[config.mk]
export PLATFORM = sky130hd
export DESIGN_NAME = word_packer_flat
export DESIGN_NICKNAME = d
export VERILOG_FILES = /design/src/rtl/word_packer_pkg.sv /design/src/rtl/word_packer_if.sv /design/src/rtl/word_packer.sv /design/src/flat_wrapper.sv
export SDC_FILE = /design/constraint.sdc
export NUM_CORES = 1
export LEC_CHECK = 0
export ABC_AREA = 1
export CORE_MARGIN = 4
export CORE_UTILIZATION = 35
export CTS_CLUSTER_DIAMETER = 150
export DETAILED_ROUTE_END_ITERATION = 8
export GPL_TIMING_DRIVEN = 0
export MAX_ROUTING_LAYER = met4
export SLEW_MARGIN = 20
export SYNTH_ARGS = -nofsm -noshare
export SYNTH_HDL_FRONTEND = slang
export SYNTH_SLANG_ARGS = --single-unit
[constraint.sdc]
create_clock -name clk -period 2.25 [get_ports clk]
set_clock_uncertainty 0.05 [all_clocks]
set_input_delay 0.45 -clock clk [delete_from_list [all_inputs] [get_ports clk]]
set_output_delay 0.45 -clock clk [all_outputs]
set_load 0.03 [all_outputs]
[src/rtl/word_packer_pkg.sv]
// Shared definitions for the word packer and its matching downstream unpacker:
// default widths, the FSM state type and lane-count sizing helpers.
package packer_pkg;

  localparam int DEF_IN_WIDTH  = 16;
  localparam int DEF_OUT_WIDTH = 64;

  typedef enum logic {
    FILL  = 1'b0,
    STALL = 1'b1
  } pack_state_e;

  function automatic int calc_ratio(input int in_w, input int out_w);
    return out_w / in_w;
  endfunction

  // Lane counts run 1..RATIO, so they need one bit more than a lane index.
  function automatic int lane_width(input int ratio);
    return $clog2(ratio) + 1;
  endfunction

  function automatic int cnt_width(input int ratio);
    return (ratio > 1) ? $clog2(ratio) : 1;
  endfunction

endpackage

[src/rtl/word_packer_if.sv]
// Sample stream in, packed-word FIFO push out. The slave side is the packer;
// the master side is its environment (producer plus FIFO).
interface word_packer_if
  import packer_pkg::*;
#(
  parameter int IN_WIDTH  = DEF_IN_WIDTH,
  parameter int OUT_WIDTH = DEF_OUT_WIDTH
);
  localparam int LANE_W = lane_width(calc_ratio(IN_WIDTH, OUT_WIDTH));

  logic                 in_valid;
  logic                 in_ready;
  logic [IN_WIDTH-1:0]  in_data;
  logic                 in_last;
  logic                 fifo_full;
  logic                 w_valid;
  logic [OUT_WIDTH-1:0] data_in;
  logic [LANE_W-1:0]    pack_lanes;
  logic                 pack_last;

  modport slave (
    input  in_valid, in_data, in_last, fifo_full,
    output in_ready, w_valid, data_in, pack_lanes, pack_last
  );

  modport master (
    output in_valid, in_data, in_last, fifo_full,
    input  in_ready, w_valid, data_in, pack_lanes, pack_last
  );

endinterface

[src/rtl/word_packer.sv]
// Packs narrow samples LSB-first into FIFO-width words, flushing on in_last,
// with one output word plus one stalled word of backpressure capacity.
module word_packer
  import packer_pkg::*;
#(
  parameter int IN_WIDTH  = DEF_IN_WIDTH,
  parameter int OUT_WIDTH = DEF_OUT_WIDTH
) (
  input  logic          clk,
  input  logic          rst_n,
  word_packer_if.slave  bus
);

  localparam int RATIO  = calc_ratio(IN_WIDTH, OUT_WIDTH);
  localparam int LANE_W = lane_width(RATIO);
  localparam int CNT_W  = cnt_width(RATIO);
  localparam logic [CNT_W-1:0] LAST_LANE = CNT_W'(RATIO - 1);

  pack_state_e          r_state;
  logic [CNT_W-1:0]     r_cnt;
  logic [OUT_WIDTH-1:0] r_acc;
  logic [LANE_W-1:0]    r_acc_lanes;
  logic                 r_acc_last;
  logic [OUT_WIDTH-1:0] r_out_data;
  logic [LANE_W-1:0]    r_out_lanes;
  logic                 r_out_last;
  logic                 r_out_pend;

  logic                 w_ready;
  logic                 w_push;
  logic                 w_can_xfer;
  logic                 w_accept;
  logic                 w_complete;
  logic [LANE_W-1:0]    w_lanes;
  logic [OUT_WIDTH-1:0] w_word;

  assign w_ready    = rst_n && (r_state == FILL);
  assign w_push     = r_out_pend && !bus.fifo_full;
  assign w_can_xfer = !r_out_pend || w_push;
  assign w_accept   = bus.in_valid && w_ready;
  assign w_complete = w_accept && ((r_cnt == LAST_LANE) || bus.in_last);
  assign w_lanes    = LANE_W'(r_cnt) + LANE_W'(1);

  // Upper lanes are already zero because the accumulator is cleared on every hand-off.
  always_comb begin
    w_word = r_acc;
    w_word[int'(r_cnt)*IN_WIDTH +: IN_WIDTH] = bus.in_data;
  end

  assign bus.in_ready   = w_ready;
  assign bus.w_valid    = w_push;
  assign bus.data_in    = r_out_data;
  assign bus.pack_lanes = r_out_lanes;
  assign bus.pack_last  = r_out_last;

  always_ff @(posedge clk or negedge rst_n) begin
    if (!rst_n) begin
      r_state     <= FILL;
      r_cnt       <= '0;
      r_acc       <= '0;
      r_acc_lanes <= '0;
      r_acc_last  <= 1'b0;
      r_out_data  <= '0;
      r_out_lanes <= '0;
      r_out_last  <= 1'b0;
      r_out_pend  <= 1'b0;
    end else begin
      // A transfer below re-asserts out_pend, so this clear only sticks without one.
      if (w_push) r_out_pend <= 1'b0;
      case (r_state)
        FILL: begin
          if (w_complete && w_can_xfer) begin
            r_out_data  <= w_word;
            r_out_lanes <= w_lanes;
            r_out_last  <= bus.in_last;
            r_out_pend  <= 1'b1;
            r_cnt       <= '0;
            r_acc       <= '0;
          end else if (w_complete) begin
            r_acc       <= w_word;
            r_acc_lanes <= w_lanes;
            r_acc_last  <= bus.in_last;
            r_state     <= STALL;
          end else if (w_accept) begin
            r_acc <= w_word;
            r_cnt <= r_cnt + CNT_W'(1);
          end
        end
        STALL: begin
          if (w_can_xfer) begin
            r_out_data  <= r_acc;
            r_out_lanes <= r_acc_lanes;
            r_out_last  <= r_acc_last;
            r_out_pend  <= 1'b1;
            r_cnt       <= '0;
            r_acc       <= '0;
            r_state     <= FILL;
          end
        end
        default: r_state <= FILL;
      endcase
    end
  end

endmodule
[src/flat_wrapper.sv]
// flat-port wrapper written by rule: the top's interface ports become plain ports
module word_packer_flat import packer_pkg::*;
#(
  parameter int IN_WIDTH  = DEF_IN_WIDTH,
  parameter int OUT_WIDTH = DEF_OUT_WIDTH
)
  (clk, rst_n, bus_in_valid, bus_in_data, bus_in_last, bus_fifo_full, bus_in_ready, bus_w_valid, bus_data_in, bus_pack_lanes, bus_pack_last);
  word_packer_if #(.IN_WIDTH(IN_WIDTH), .OUT_WIDTH(OUT_WIDTH)) bus_i ();
  input  logic clk;
  input  logic rst_n;
  input wire logic [$bits(bus_i.in_valid)-1:0] bus_in_valid;
  input wire logic [$bits(bus_i.in_data)-1:0] bus_in_data;
  input wire logic [$bits(bus_i.in_last)-1:0] bus_in_last;
  input wire logic [$bits(bus_i.fifo_full)-1:0] bus_fifo_full;
  output wire logic [$bits(bus_i.in_ready)-1:0] bus_in_ready;
  output wire logic [$bits(bus_i.w_valid)-1:0] bus_w_valid;
  output wire logic [$bits(bus_i.data_in)-1:0] bus_data_in;
  output wire logic [$bits(bus_i.pack_lanes)-1:0] bus_pack_lanes;
  output wire logic [$bits(bus_i.pack_last)-1:0] bus_pack_last;
  assign bus_i.in_valid = bus_in_valid;
  assign bus_i.in_data = bus_in_data;
  assign bus_i.in_last = bus_in_last;
  assign bus_i.fifo_full = bus_fifo_full;
  assign bus_in_ready = bus_i.in_ready;
  assign bus_w_valid = bus_i.w_valid;
  assign bus_data_in = bus_i.data_in;
  assign bus_pack_lanes = bus_i.pack_lanes;
  assign bus_pack_last = bus_i.pack_last;
  word_packer #(.IN_WIDTH(IN_WIDTH), .OUT_WIDTH(OUT_WIDTH)) u_core (.clk(clk), .rst_n(rst_n), .bus(bus_i));
endmodule
==> impl_metrics.py, run 1 <==
metrics = {
    "placed_design": {
        "dp_slack_ns": -0.327,
        "hpwlAfterDp_mm": 15.2,
        "place.gp.congestion": 0.919,
        "place.port_buffers": 90,
    },
    "layout": {
        "fillCellCount": 2103,
        "drive_gt1_share_pct": 9.10,
        "fin_nets": 1201,
        "final_common_cell": "nand2_1",
        "diodes": 0,
        "multi_input_area_sq_mm": 0.00341,
        "final_cell_mix": "nand2_1, dfrtp_1, clkdlybuf4s50_1",
        "area.sequential_sq_mm": 0.00350,
        "area_growth_pct": 26.7,
    },
    "cts": {
        "tritoncts": "built",
        "cts.sinks": 140,
        "clock_latency_ns": 0.43,
        "cts_buffers": 17,
        "htreeDepth": 4,
        "clk_pin_slew_ns": 0.06,
        "clockRootBuffer": "clkbuf_16",
        "cts_buffer_depth": 2,
    },
    "worst_setup_path": {
        "worstPathArrival_ns": 1.64,
        "critPathMaxFanout": 2,
        "ff2ff_path_depth": 11,
        "timing.rr.end": "u_core.bus.data_in[27]",
        "timing.rr.start": "u_core.r_cnt[0]",
        "critPathLaunchType": "input port",
        "rrSetupSlack_ns": 0.16,
        "worst_setup_path_end_kind": "primary output",
        "critPathKind": "input port to primary output",
        "worstPathRequired_ns": 1.75,
    },
    "synth": {
        "ys_warn_count": 0,
        "yosysSeqAreaShare_pct": 47.6,
        "syn-cell-area_sq_mm": 0.00736,
        "avgSynthCellArea_sq_um": 6.94,
        "synthCells": 1060,
        "ys_ff_latch": 140,
        "ys_types": 20,
        "synth_fp_nets": 1087,
    },
    "outcome": {
        "status": "finished, violations left",
        "violations": "negative hold slack",
    },
    "floorplanning": {
        "start_util_pct": 36.0,
        "pin_count": 91,
        "die_w_um": 153,
        "fp-row-count": 52,
        "core_area_sq_mm": 0.0204,
        "die_h_um": 153,
        "fp.dieArea_sq_mm": 0.0234,
    },
    "power_and_ir_drop": {
        "intPower_mw": 6.00,
        "ir_drop_v": 0.000523,
        "power_switching_share_pct": 38.2,
        "switchingPower_mw": 3.70,
        "p_clk_share_pct": 30.0,
        "power-per-cell-area_mw_per_mm2": 1040,
        "pwr-share-comb_pct": 35.3,
        "pwr-share-seq_pct": 34.7,
        "p_leak_nw": 5.14,
    },
    "global_routing": {
        "grt_max_degree": 89,
        "antenna_found_initial": 0,
        "grt_pass1_vias": 6612,
        "grt_overflow": 0,
        "grt_usage_pct": 19.4,
        "grt_pass1_wl_mm": 35.4,
    },
    "drt": {
        "wl_met1_mm": 10.6,
        "top_layer_used": "met4",
        "antenna_left": 0,
        "met3_length_mm": 1.00,
        "first_pass_iters": 5,
        "dr_wl_met2_mm": 9.56,
        "wl_per_cell_um": 14.8,
        "vias_per_cell": 4.70,
        "routed_wl_mm": 21.6,
        "vias": 6845,
        "drc": 0,
        "drt_iter0_markers": 510,
    },
    "sta": {
        "grt_setup_unrepaired": "true",
        "min_period_ns": 2.14,
        "maxSlewHeadroom_pct": 63.3,
        "max_freq_mhz": 467,
        "maxSlewViolCount": 0,
        "finalHoldViolCount": 11,
        "setup_violations": 0,
        "worst_pin_slew_ns": 0.551,
        "hold_ws_ns": -0.0225,
        "period_share_pct": 95.3,
        "setup_ws_ns": 0.107,
    },
    "hold_path": {
        "min_path_type": "input port to asynchronous set/reset pin",
    },
    "run": {
        "drv_cap": 0,
    },
}
## cell families after synthesis
| logic type | Yosys count | synth area share (%) |
|---|---|---|
| compound gates | 51 | 3.91 |
| simple gates | 759 | 41.1 |
| flops | 140 | 47.6 |
| fa+ha+maj | 6 | 1.02 |
| buf+inv | 104 | 6.41 |
## cell usage after synthesis
master	instances	area, sq um
a21boi_0	4	30.0
a21oi_1	2	10.0
buf_2	27	135
buf_6	6	67.6
clkbuf_1	22	82.6
dfrtp_1	140	3500
ha_1	6	75.1
inv_1	44	165
inv_2	4	15.0
inv_4	1	6.26
nand2_1	636	2390
nand2_2	2	12.5
nand3_1	73	365
nand3_2	3	30.0
nor2_1	22	82.6
nor2_2	3	18.8
o21a_1	9	67.6
o21ai_0	34	170
o21ai_1	2	10.0
or2_2	20	125
## critical path: stages
cell and delay (ns):
clkdlybuf4s50_1 0.42, nor2_1 0.11, clkdlybuf4s50_1 0.67
## cell type report
type / instances / area share (%)
timing repair buffer: 97 / 10.7
tap: 270 / 3.62
clock inverter: 13 / 1.81
sequential: 140 / 37.6
buffer: 53 / 3.10
clock buffer: 19 / 4.64
multi-input combinational: 816 / 36.6
inverter: 49 / 2.00
## what timing repair did
item	CTS	global route
setup endpoints to repair	36	56
resized for setup	5	19
buffers inserted	0	4
hold endpoints to repair	53	0
hold buffers	2	0
## routing by layer
| layer | track usage, % | vias to the layer above |
|---|---|---|
| li1 | - | 3476 |
| met1 | 27.3 | 3163 |
| met2 | 28.8 | 174 |
| met3 | 3.22 | 32 |
| met4 | 6.19 | 0 |
| met5 | - | - |
## stage by stage
| stage | instances | cell area [sq um] | power [mW] | TNS (ns) | util [%] |
|---|---|---|---|---|---|
| floorplan | 1060 | 7360 | 5.47 | 0 | - |
| global placement | 1420 | 8600 | 6.70 | -1505.44 | 42.1 |
| detailed placement | 1421 | 8630 | 6.73 | -35.06 | 42.2 |
| CTS | 1454 | 9280 | 9.70 | 0 | 45.4 |
| global route | 1457 | 9330 | 10.3 | -0.00974 | 45.7 |
| finish | 1457 | 9330 | 9.71 | 0 | 45.7 |
## worst max-delay path by stage
stage	cells after the start	end	slack, ns	from
4_1_cts	11	u_core.bus.data_in[59]	0.05	u_core.r_cnt[0]
6_report	3	bus_w_valid	0.11	bus_fifo_full
5_1_grt	11	u_core.bus.data_in[46]	-0.007	u_core.r_cnt[0]
3_5_place_dp	10	u_core.bus.pack_lanes[1]	-0.33	rst_n
3_3_place_gp	9	u_core.bus.pack_lanes[1]	-5.44	rst_n
2_1_floorplan	11	u_core.bus.data_in[58]	0.34	u_core.r_cnt[0]
## power by group through the flow
stage	Clock [mW]	Combinational, mW	Sequential [mW]
2_1_floorplan	0	1.54	3.94
3_3_place_gp	0	3.29	3.41
3_5_place_dp	0	3.32	3.41
4_1_cts	2.96	3.37	3.38
5_1_grt	3.09	3.77	3.45
6_report	2.91	3.42	3.37
## registers in the layout, summed over array words and instances, names as in the netlist, 2 cells and up
register	count
u_core.bus.data_in	64
u_core.r_acc	64
u_core.bus.pack_lanes	3
u_core.r_acc_lanes	3
u_core.r_cnt	2
Power figures use the tool's default switching activity.
==> run 2: changes to the inputs <==
--- a/config.mk
+++ b/config.mk
@@ -12,6 +12,7 @@
 export DETAILED_ROUTE_END_ITERATION = 8
 export GPL_TIMING_DRIVEN = 0
 export MAX_ROUTING_LAYER = met4
+export PLACE_DENSITY = 0.64
 export SLEW_MARGIN = 20
 export SYNTH_ARGS = -nofsm -noshare
 export SYNTH_HDL_FRONTEND = slang
==> run 2 against run 1 <==
The run now ends clean. Non-clock buffer count unchanged. Count of clock-buffer cells in the layout increased by 2. Register-to-register slack got worse by 0.06 ns. Combinational power increased by 1%. Die area unchanged. Sequential share of layout area decreased by 0.34 points. Critical path depth increased by 8. Largest cell class unchanged. Largest power group unchanged.
==> impl_metrics.py, run 2 (same netlist as run 1, synthesis figures left out) <==
metrics = {
    "outcome": {
        "status": "finished, final reports clean",
    },
    "sta": {
        "final.setup.tns_ns": 0,
        "max_freq_mhz": 464,
        "setup_violations": 0,
        "maxSlewViolCount": 0,
        "period_share_pct": 95.8,
        "finalHoldViolCount": 0,
        "maxSlewHeadroom_pct": 60.5,
        "min_period_ns": 2.15,
        "worst_pin_slew_ns": 0.592,
        "setup_ws_ns": 0.0955,
    },
    "layout": {
        "final_cell_mix": "nand2_1, dfrtp_1, clkdlybuf4s50_1",
        "finalInstanceArea_sq_mm": 0.00942,
        "fin_nets": 1201,
        "area_growth_pct": 27.9,
        "diodes": 0,
        "drive_gt1_share_pct": 9.53,
        "final_common_cell": "nand2_1",
        "final_util_pct": 46.1,
    },
    "floorplanning": {
        "start_util_pct": 36.0,
        "fp.dieArea_sq_mm": 0.0234,
        "die_w_um": 153,
        "fp-row-count": 52,
        "die_h_um": 153,
        "core_area_sq_mm": 0.0204,
        "pin_count": 91,
    },
    "cts": {
        "cts_buffers": 17,
        "htreeDepth": 4,
        "clock_latency_ns": 0.43,
        "clockRootBuffer": "clkbuf_16",
        "cts_buffer_depth": 2,
        "cts.sinks": 140,
        "tritoncts": "built",
        "clk_pin_slew_ns": 0.06,
    },
    "worst_setup_path": {
        "slowest_stage": "dfrtp_2",
        "critPathMaxFanout": 10,
        "worstPathRequired_ns": 2.57,
        "critPathKind": "register to register",
        "worstPathArrival_ns": 2.47,
        "worst_setup_path_end_kind": "register",
        "critPathLaunchType": "register",
        "path_cells": "buf_4, clkinvlp_4, ha_4, inv_2, nand3_4, inv_1, clkbuf_4, nand2_1, nand3_1, nand3_1, nand2_1",
        "critPathMaxStageDelay_ns": 0.41,
    },
    "placed_design": {
        "dp_slack_ns": -0.427,
        "place.port_buffers": 90,
        "hpwlAfterDp_mm": 15.1,
        "place.gp.congestion": 0.921,
        "dpl_cell_area_sq_mm": 0.00863,
    },
    "drt": {
        "antenna_left": 0,
        "vias_per_cell": 4.79,
        "wl_per_cell_um": 15.0,
        "vias": 6969,
        "drc": 0,
        "first_pass_iters": 5,
        "drt_iter0_markers": 585,
        "routed_wl_mm": 21.8,
    },
    "power_and_ir_drop": {
        "power-per-cell-area_mw_per_mm2": 1040,
        "ir_drop_v": 0.000595,
        "p_leak_nw": 5.19,
        "p_total_mw": 9.76,
    },
    "run": {
        "drv_cap": 0,
    },
    "global_routing": {
        "grt_overflow": 0,
        "grt_usage_pct": 19.5,
        "grt_pass1_wl_mm": 35.5,
        "grt_max_degree": 48,
        "grt_pass1_vias": 6790,
        "antenna_found_initial": 0,
    },
    "hold_path": {
        "min_path_type": "input port to asynchronous set/reset pin",
    },
}
==> run 2: stage by stage <==
stage / instances / hold slack (ns)
finish: 1456 / 0.0417
global route: 1456 / 0.0518
CTS: 1455 / 0.0455
detailed placement: 1421 / 0.332
global placement: 1420 / 0.405
floorplan: 1060 / 0.104
==> run 2: cell type report <==
| cell class | count | area [sq um] |
|---|---|---|
| fillers | 2057 | 11000 |
| repair buffers | 97 | 1070 |
| clock buffers | 21 | 470 |
| multi-input cells | 816 | 3410 |
| clock inverters | 10 | 140 |
| well taps | 270 | 338 |
| plain buffers | 53 | 294 |
| flip-flops and latches | 140 | 3500 |
| inverters | 49 | 193 |
==> run 2: final timing paths <==
path	slack, ns	start	endpoint	cells past startpoint
max	0.1	u_core.r_cnt[0]	u_core.bus.data_in[59]	11
min	0.04	rst_n	u_core.bus.data_in[47]	3
max reg2reg	0.1	u_core.r_cnt[0]	u_core.bus.data_in[59]	11
min reg2reg	0.42	u_core.bus.data_in[12]	u_core.bus.data_in[12]	2
max in group asynchronous	1.82	rst_n	u_core.r_acc[60]	2
min in group clk	0.42	u_core.bus.data_in[12]	u_core.bus.data_in[12]	2
==> run 2: worst max-delay path, delay by kind of cell, from the launching register on <==
kind                     cells  cell delay (ns)
flip-flops                   1             0.41
buffers and inverters        5             0.78
adder cells (fa/ha/maj)      1             0.30
AND/OR/NAND/NOR              5             0.54
==> run 2: power by group <==
| group | internal [mW] | total [mW] | switching [mW] |
|---|---|---|---|
| Clock | 1.82 | 2.93 | 1.10 |
| Sequential | 3.04 | 3.38 | 0.338 |
| Combinational | 1.24 | 3.46 | 2.22 |
| Total | 6.10 | 9.76 | 3.67 |
==> run 2: per-layer routing <==
metal	part of all wire [%]	vias to the layer above	global-route usage, %
li1	-	3483	-
met1	47	3237	26.2
met2	45	211	29.3
met3	5.2	38	3.87
met4	2.8	0	7.13
met5	0	-	-
==> run 2: timing repair <==
item	CTS	global route
endpoints found under the hold margin	46	0
gates cloned	1	0
hold buffers	3	0
setup buffers	0	2
gates resized for setup	6	26
endpoints found under the setup margin	38	84
pin swaps	0	1
